<file path="src/rtl/systolic_pkg.sv">
// Shared types and defaults for the systolic multiplier array and its result drain.
package systolic_pkg;

  localparam int N_DEFAULT        = 4;
  localparam int OUTWIDTH_DEFAULT = 8;

  typedef enum logic {
    IDLE,
    STREAM
  } drain_state_t;

  typedef struct packed {
    logic [15:0] row;
    logic [15:0] col;
  } rc_t;

  // Row/column of a linear row-major index in an n-wide grid.
  function automatic rc_t rc_of(input int unsigned idx, input int unsigned n);
    rc_t rc;
    rc.row = 16'(idx / n);
    rc.col = 16'(idx % n);
    return rc;
  endfunction

endpackage

</file>
<file path="src/rtl/systolic_drain_rc_counter.sv">
// Linear element index with parallel row/column counters, so the drain never divides.
module rc_counter #(
  parameter int N    = 4,
  parameter int IDXW = $clog2(N),
  parameter int CW   = $clog2(N * N)
) (
  input  logic            i_clk,
  input  logic            i_arst,
  input  logic            i_clear,
  input  logic            i_inc,
  output logic [CW-1:0]   o_idx,
  output logic [IDXW-1:0] o_row,
  output logic [IDXW-1:0] o_col,
  output logic            o_last
);

  localparam logic [CW-1:0]   LAST_IDX = CW'(N * N - 1);
  localparam logic [IDXW-1:0] COL_MAX  = IDXW'(N - 1);

  logic [CW-1:0]   idx_reg;
  logic [IDXW-1:0] row_reg;
  logic [IDXW-1:0] col_reg;

  always_ff @(posedge i_clk or posedge i_arst) begin
    if (i_arst) begin
      idx_reg <= '0;
      row_reg <= '0;
      col_reg <= '0;
    end else if (i_clear) begin
      idx_reg <= '0;
      row_reg <= '0;
      col_reg <= '0;
    end else if (i_inc) begin
      idx_reg <= idx_reg + 1'b1;
      if (col_reg == COL_MAX) begin
        col_reg <= '0;
        row_reg <= row_reg + 1'b1;
      end else begin
        col_reg <= col_reg + 1'b1;
      end
    end
  end

  assign o_idx  = idx_reg;
  assign o_row  = row_reg;
  assign o_col  = col_reg;
  assign o_last = (idx_reg == LAST_IDX);

endmodule

</file>
<file path="src/rtl/systolic_drain.sv">
// Snapshots all PE accumulators in one cycle and streams them row-major over valid/ready,
// freeing the array to start the next product while results drain.
module systolic_drain
  import systolic_pkg::*;
#(
  parameter int N        = N_DEFAULT,
  parameter int OUTWIDTH = OUTWIDTH_DEFAULT,
  parameter int IDXW     = $clog2(N)
) (
  input  logic                  i_clk,
  input  logic                  i_arst,
  input  logic                  i_capture,
  input  logic [N*N*OUTWIDTH-1:0] i_y,
  output logic                  o_valid,
  input  logic                  i_ready,
  output logic [OUTWIDTH-1:0]   o_data,
  output logic [IDXW-1:0]       o_row,
  output logic [IDXW-1:0]       o_col,
  output logic                  o_last,
  output logic                  o_busy,
  output logic                  o_overrun,
  input  logic                  i_clearErr
);

  localparam int NN = N * N;
  localparam int CW = $clog2(NN);

  drain_state_t state_reg, state_next;
  logic         overrun_reg;
  logic         busy;
  logic         xfer;
  logic         last_xfer;
  logic         load;
  logic         overrun_set;
  logic [CW-1:0]   idx;
  logic [IDXW-1:0] row;
  logic [IDXW-1:0] col;
  logic            cnt_last;
  logic [OUTWIDTH-1:0] buf_reg [NN];

  assign busy        = (state_reg == STREAM);
  assign xfer        = busy && i_ready;
  assign last_xfer   = xfer && cnt_last;
  assign overrun_set = i_capture && busy && !last_xfer;

  always_ff @(posedge i_clk or posedge i_arst) begin
    if (i_arst) begin
      state_reg   <= IDLE;
      overrun_reg <= 1'b0;
    end else begin
      state_reg   <= state_next;
      overrun_reg <= overrun_set | (overrun_reg & ~i_clearErr);
    end
  end

  // A capture landing on the final transfer reloads without leaving STREAM.
  always_comb begin
    state_next = state_reg;
    load       = 1'b0;
    unique case (state_reg)
      IDLE: begin
        if (i_capture) begin
          state_next = STREAM;
          load       = 1'b1;
        end
      end
      STREAM: begin
        if (last_xfer) begin
          if (i_capture) load = 1'b1;
          else           state_next = IDLE;
        end
      end
      default: state_next = IDLE;
    endcase
  end

  generate
    for (genvar gi = 0; gi < NN; gi++) begin : g_buf
      always_ff @(posedge i_clk or posedge i_arst) begin
        if (i_arst)    buf_reg[gi] <= '0;
        else if (load) buf_reg[gi] <= i_y[gi*OUTWIDTH +: OUTWIDTH];
      end
    end
  endgenerate

  rc_counter #(
    .N    (N),
    .IDXW (IDXW),
    .CW   (CW)
  ) u_rc_counter (
    .i_clk   (i_clk),
    .i_arst  (i_arst),
    .i_clear (load | last_xfer),
    .i_inc   (xfer & ~cnt_last),
    .o_idx   (idx),
    .o_row   (row),
    .o_col   (col),
    .o_last  (cnt_last)
  );

  assign o_valid   = busy;
  assign o_busy    = busy;
  assign o_overrun = overrun_reg;
  assign o_data    = busy ? buf_reg[idx] : '0;
  assign o_row     = row;
  assign o_col     = col;
  assign o_last    = busy & cnt_last;

endmodule

</file>
<file path="config.mk">
export PLATFORM = sky130hd
export DESIGN_NAME = systolic_drain
export DESIGN_NICKNAME = d
export VERILOG_FILES = /design/src/rtl/systolic_pkg.sv /design/src/rtl/systolic_drain_rc_counter.sv /design/src/rtl/systolic_drain.sv
export SDC_FILE = /design/constraint.sdc
export NUM_CORES = 1
export LEC_CHECK = 0
export CAP_MARGIN = 20
export CORE_ASPECT_RATIO = 1.25
export CORE_MARGIN = 8
export CORE_UTILIZATION = 45
export DETAILED_ROUTE_END_ITERATION = 6
export PLACE_DENSITY = 0.83
export SYNTH_ARGS = -nofsm -noshare
export SYNTH_HDL_FRONTEND = slang
export SYNTH_SLANG_ARGS = --single-unit
</file>
<file path="constraint.sdc">
create_clock -name i_clk -period 5.5 [get_ports i_clk]
set_clock_uncertainty 0.05 [all_clocks]
set_input_delay 1.1 -clock i_clk [delete_from_list [all_inputs] [get_ports i_clk]]
set_output_delay 1.1 -clock i_clk [all_outputs]
set_load 0.03 [all_outputs]
</file>
Word level (Yosys, flattened, before mapping)
Cells that the tools add are included.
- bits in registers: 138
- logic and storage cells: 61
- add/subtract/negate cells: 3
- $lt $le $gt $ge: 1
- eq/ne operators: 2
- mux-type cells: 17
- reduce and logical (&&, ||, !) cells: 8
- bitwise gates (word level): 9
- operators with widths (kind ; count):
    $bmux W8 S4 ; 1
    $mux W8 ; 3
    $mux W2 ; 6
    $mux W4 ; 2
    $ge A5 B5 Y1 const B ; 1
    $not A4 Y5 ; 1
    $add A2 B1 Y2 const B ; 2
    $add A4 B1 Y4 const B ; 1
    $eq A4 B4 Y1 const B ; 1
    $logic_and A1 B1 Y1 ; 4
    $pmux W1 S2 ; 2
    $reduce_bool A2 Y1 ; 2
    $and A1 B1 Y1 ; 3
    $mux W1 ; 3
    $not A1 Y1 ; 3
    $eq A2 B2 Y1 const B ; 1
    $or A1 B1 Y1 ; 2
    $reduce_and A2 Y1 ; 1
    $logic_not A1 Y1 ; 1

Longest topological paths before layout
- word-level depth: 7
- mapped depth: 6
- mapped depth without buffers: 5

Modules after synthesis
From an unflattened synthesis, not the netlist that was laid out.
- cell total of the unflattened synthesis: 444
- area total of the unflattened synthesis: 6646.4 um^2
- by module, submodules not included (module ; seq. area each (um^2) ; cells an instance ; times used ; area each (um^2)):
    systolic_drain ; 3253.1 ; 408 ; 1 ; 6216.0
    rc_counter ; 200.2 ; 36 ; 1 ; 430.4

Worst setup path after synthesis
Ideal clock, no wire load.
- kind: flip-flop to output port
- start: register u_rc_counter.idx_reg[0] (netlist: u_rc_counter.o_idx[0])
- end: output port o_data[5]
- slack: 2605 ps
- arrival: 1745 ps
- cell stages (with the launch flop): 7
- required time: 4350 ps
- path through: dfrtp_1 buf_6 buf_4 mux2i_1 a22oi_1 nand2_1 o21ai_0
- longest elaborated chain between the ends: 5
- ends and longest elaborated chain (item ; RTL line ; source):
    from (decl) ; systolic_drain_rc_counter.sv:20 ; logic [CW-1:0] idx_reg;
    from (signal assigned) ; systolic_drain_rc_counter.sv:34 ; idx_reg <= idx_reg + 1'b1;
    $not A4 Y5 (not written as such) ; systolic_drain.sv:104 ; assign o_data = busy ? buf_reg[idx] : '0;
    $bmux W8 S4 ; systolic_drain.sv:104 ;
    $mux W8 (not written as such) (2 in a row) ; systolic_drain.sv:104 ;
    $mux W8 ; systolic_drain.sv:104 ;
    to (decl) ; systolic_drain.sv:16 ; output logic [OUTWIDTH-1:0] o_data,
No other way between the ends. The select of a mux whose other input is x is not followed.

Worst setup path in the final report
Same ends and word-level chain as after synthesis.

==> metrics.yaml <==
clock_tree:
  clkSinkCount: 138
  cts_tree: "built"
  path_clk_slew_ns: 0.06
  clock_latency_ns: 0.42
  cts.htree.levels: 4
  cts_resized: 0
  post-cts-setup-buffers: 0
  clock_path_buffers: 2
  clockRootBuffer: "clkbuf_16"
  numCtsBuffers: 17
  ctsHoldBuffers: 0
cells_and_area:
  nets: 735
  largest_register_ffs: 128
  antennaDiodeCount: 0
  layout_common_cells: "clkdlybuf4s50_1 (148), dfrtp_1 (137), mux2_4 (100), mux2i_1 (50), mux2_1 (20)"
  nFillCells: 1192
  area_growth_pct: 29.0
  final_common_cell: "clkdlybuf4s50_1"
  stdcell_area_mm2: 0.00893
  final_core_util: 0.595
  drive_gt1_frac: 0.261
  instances_no_fill: 795
outcome:
  status: "completed"
critical_path:
  slowest_stage: "dfrtp_2"
  crit_type: "reg -> out"
  critPathBufInv: 2
  path_cells: "buf_4 > mux2i_1 > a22oi_1 > nand2_1 > o21ai_0 > clkdlybuf4s50_1"
  critPathMaxFanout: 34
  worst_path_largest_cell_delay_ns: 1.00
  start_kind: "flop"
  cp-end-kind: "primary output"
  required_ns: 4.35
  cp_top_family: "buffers and inverters"
  cp.arrival_ns: 3.30
detailed_routing:
  drc: 0
  vias: 4283
  postRouteAntennaNets: 0
  wirelength_um: 17300
  via_per_inst: 5.39
  drtIter0Drc: 303
  wl_per_cell_um: 21.8
  drt_first_pass_iters: 4
floorplanning:
  fp.dieW_um: 127
  dieArea_mm2: 0.0196
  ios: 149
  rows: 50
  die_y_um: 155
  start_util: 0.461
  fp.coreArea_mm2: 0.0150
sta:
  slew_viol_final: 0
  clock.fmax_mhz: 225
  setup_viol: 0
  tns_ns: 0
  worst_slew_pin_slew_ns: 0.977
  slew_headroom: 0.349
  finalCritPeriodShare: 0.808
  rsz0062_at_grt: "no"
  period_minus_slack_ns: 4.45
  timing_hold_violations_final: 0
grt:
  grt_pass1_wl_um: 27200
  overflow: 0
  antenna_found_initial: 0
  grt.total_usage: 0.181
  first_global_vias: 4857
  grt_max_degree: 107
pwr:
  internal_power_mw: 3.37
  p_comb_frac: 0.403
  p_leak_nw: 3.95
  p_switching_mw: 1.73
  swShare: 0.339
  clock_power_share: 0.225
  p_seq_frac: 0.372
  p_total_mw: 5.10
  peakVddDrop_v: 0.000458
  powerDensity_mw_per_mm2: 571
yosys:
  ys_types: 39
  synth-seq-cells: 138
  syn_nets: 592
  netlist_instances: 457
  synth_edf_count: 0
  syn_area_per_cell_um2: 15.2
  yosysWarnings: 0
  ys_seq_area_frac: 0.499
  yosysTopAreaCellShare: 0.499
  yosysTopAreaCell: "dfrtp_1"
  netlist_area_mm2: 0.00692
  async_flop_share: 1.00
  synth_top_flop_cell: "dfrtp_1"
  yosys-top-cells-area: "dfrtp_1 (50%), mux2_4 (22%), mux2i_1 (7.2%)"
placed_design:
  finalWeightedCongestion: 0.808
  placedCellCount: 763
  portBuffers: 148
  place_area_mm2: 0.00833
  dpl.hpwl_um: 12600
worst_hold_path:
  worst_hold_path_type: "reg -> reg"
flow_run:
  drv_cap: 0
## final timing paths
| path | startpoint | end | slack [ns] | cells after the start |
|---|---|---|---|---|
| max | u_rc_counter.o_idx[0]$_DFFE_PP0P_ | o_data[5] | 1.05 | 6 |
| min | buf_reg[11]$_DFFE_PP0P_ | buf_reg[11]$_DFFE_PP0P_ | 0.43 | 1 |
| max reg2reg | u_rc_counter.o_idx[0]$_DFFE_PP0P_ | buf_reg[17]$_DFFE_PP0P_ | 2.59 | 5 |
| min reg2reg | buf_reg[11]$_DFFE_PP0P_ | buf_reg[11]$_DFFE_PP0P_ | 0.43 | 1 |
| max in group asynchronous | i_arst | buf_reg[104]$_DFFE_PP0P_ | 3.18 | 3 |
| min in group asynchronous | i_arst | buf_reg[97]$_DFFE_PP0P_ | 1.23 | 2 |
## power groups by stage
| stage | logic [mW] | registers [mW] | clock network (mW) |
|---|---|---|---|
| 3_5_place_dp | 2.05 | 1.92 | 0 |
| 2_1_floorplan | 1.57 | 1.74 | 0 |
| 6_report | 2.05 | 1.90 | 1.15 |
| 3_3_place_gp | 2.00 | 1.89 | 0 |
| 5_1_grt | 2.20 | 1.96 | 1.21 |
| 4_1_cts | 2.07 | 1.91 | 1.17 |
## cell usage after synthesis, drive strengths merged, types with 4 or more instances
master / n
buf: 27
o21ai: 16
nor2b: 4
inv: 5
o211ai: 4
a22oi: 18
dfrtp: 138
mux2: 132
a21oi: 6
mux4: 6
mux2i: 50
a221oi: 4
nand2: 17
nor2: 5
nand3: 5
## routing by layer
layer  vias to the layer above  part of all wire  track usage
li1                       1950                 -            -
met1                      2168              0.41        0.210
met2                       136              0.51        0.310
met3                        29             0.054       0.0499
met4                         0             0.026       0.0727
met5                         -                 0            0
## cells by family (layout without fill, tap and decap cells)
family | count (synthesis) | in the layout | synth area share
mux | 188 | 188 | 0.361
flops | 138 | 138 | 0.499
compound gates | 53 | 53 | 0.0515
simple gates | 40 | 40 | 0.0287
buf+inv | 34 | 190 | 0.0542
fa+ha+maj | 2 | 2 | 0.00361
xor+xnor | 2 | 2 | 0.00253
## layout make-up
class | instances | area, um2 | share of cell area
sequential | 138 | 3450 | 0.387
clock buffer | 18 | 439 | 0.0492
tap | 182 | 228 | 0.0255
timing repair buffer | 153 | 1530 | 0.171
inverter | 5 | 23.8 | 0.00266
clock inverter | 14 | 159 | 0.0178
multi-input combinational | 285 | 3100 | 0.347
## metrics by stage
step | setup slack (ns) | hold WS, ns
CTS | 1.06 | 0.439
finish | 1.05 | 0.432
global route | 0.898 | 0.456
floorplan | 0.654 | 0.402
global placement | 1.59 | 0.417
detailed placement | 1.52 | 0.425
## worst reg2reg max path: stages, from the launching register on
cell and delay (ns):
dfrtp_2 1.00, ha_1 0.36, nand4_2 0.15, a21oi_4 0.22, buf_12 0.44, mux2_1 0.57
(Power assumes the default switching activity.)
==> edit (same flow settings) <==
Register the output `o_overrun` once more, with the module's reset; this adds one clock of latency there. The other outputs are not delayed to match.
--- a/src/rtl/systolic_drain.sv
+++ b/src/rtl/systolic_drain.sv
@@ -100,7 +100,13 @@
 
   assign o_valid   = busy;
   assign o_busy    = busy;
-  assign o_overrun = overrun_reg;
+  always_ff @(posedge i_clk or posedge i_arst) begin
+    if (i_arst) begin
+      o_overrun <= '0;
+    end else begin
+      o_overrun <= overrun_reg;
+    end
+  end
   assign o_data    = busy ? buf_reg[idx] : '0;
   assign o_row     = row;
   assign o_col     = col;
Formal check against the unedited RTL: not equivalent (Yosys sat finds a counterexample within 4 cycles, from zero or initial values and one cycle with i_arst high).
==> edit against the original RTL <==
Cell area fell by 3.7%; sequential power fell by 3%; critical path type unchanged; setup slack improved by 0.034 ns; via count fell by 4.6%; critical endpoint is now o_data[7]; count of clock-buffer cells in the layout rose by 3; synthesized cell count fell by 8.3%; sequential cell count rose by 1; worst hold slack got worse by 0.10 ns; combinational power fell by 22%; area after synthesis fell by 6.5%; clock power rose by 4%; register-to-register slack got worse by 0.16 ns; routed wire length fell by 9.3%; power fell by 9.2%.
==> edit: results (changes against the original RTL) <==
[layout]
drive_above_1_share_pct=13.2  ; -13 points
fillers=1090  ; -8.6%
fin_nets=699  ; -4.9%

[synthesis]
synth_cell_types=37  ; -5.1%
synth_common_cells=dfrtp_1 (139), mux2_1 (120), mux4_2 (27)
syn_area_per_cell_um2=15.5  ; +2.0%
synthTopCellsByArea=dfrtp_1 (54%), mux2_1 (21%), mux4_2 (9.4%)
syn-num-nets=554  ; -6.4%
yosysWarnings=0  ; unchanged
ys_seq_area_share_pct=53.7  ; +3.8 points

[place]
portBuffers=148  ; unchanged
routabilityCongestion=0.802  ; -0.72%
post-place-cells=723  ; -5.2%
dp_hpwl_um=11400  ; -9.3%

[setup_path]
slowest_delay_ns=0.97  ; -0.03 ns
r2r_start=u_rc_counter.o_idx[1]$_DFFE_PP0P_
r2r_slack_ns=2.43  ; -0.16 ns
r2r_end=buf_reg[123]$_DFFE_PP0P_
cp-endpoint=o_data[7]
slowest_stage=dfrtp_2
rr_worst_depth=7  ; +2
crit_fanout=32  ; -5.9%
cp.arrival_ns=3.26  ; -0.04 ns

[global_route]
antenna_found_initial=3  ; +3
grt_max_degree=109  ; +1.9%
met2_usage_pct=30.9  ; -0.13 points
grt_pass1_wl_um=25200  ; -7.5%
met1_usage_pct=20.2  ; -0.85 points
grt_pass1_vias=4785  ; -1.5%
grt_util_all_layers_pct=17.9  ; -0.21 points
use_met3_pct=5.07  ; +0.078 points

[pwr]
combPwrFrac_pct=34.3  ; -6.0 points
p_leak_nw=3.61  ; -8.7%
internal_power_mw=3.18  ; -5.8%
sequentialPowerShare_pct=39.8  ; +2.6 points
vdd_drop_max_mv=0.489  ; +6.6%

[detailed_routing]
via_count=4088  ; -4.6%
drt-total-wl_um=15700  ; -9.3%
viasPerCell=5.41  ; +0.37%
wl_met3_um=950  ; +1.5%
met1_length_um=5910  ; -18%
wl_met2_um=8480  ; -3.3%
drtIter0Drc=222  ; -27%
top_layer=met5

[clocking]
htreeDepth=4  ; unchanged
clock-root-buffer=clkbuf_16
worstSkewPairLatency_ns=0.41
cts.clk_slew.worst_paths_ns=0.06  ; about the same

[timing]
max_slew_margin_pct=29.3  ; -5.6 points

[min_path]
holdPathStages=0  ; -1
min_to=o_overrun$_DFF_PP0_
min-delay-start=overrun_reg$_DFF_PP0_

[run_status]
status=finished clean

==> edit: per-stage QoR <==
stage	setup WS, ns	hold WS, ns	total power [mW]	instance area [um2]
6_report	1.09	0.330	4.63	8600
2_1_floorplan	0.625	0.304	2.87	6480
4_1_cts	0.992	0.333	4.68	8600
3_5_place_dp	1.44	0.320	3.47	7980
5_1_grt	0.814	0.336	4.91	8600
3_3_place_gp	1.49	0.315	3.39	7980
==> edit: cell families after synthesis <==
group	Yosys count	share of synthesized area, %
fa+ha+maj	2	0.386
mux	170	34.0
simple gates	42	3.63
flops	139	53.7
compound gates	33	3.79
buf+inv	33	4.52
==> edit: cell type report <==
| cell class | instances | share of cell area, % |
|---|---|---|
| Antenna cell | 1 | 0.0291 |
| Clock buffer | 21 | 5.23 |
| Clock inverter | 11 | 1.96 |
| Inverter | 5 | 0.276 |
| Multi-Input combinational cell | 247 | 31.4 |
| Sequential cell | 139 | 40.4 |
| Tap cell | 178 | 2.59 |
| Timing Repair Buffer | 154 | 18.0 |
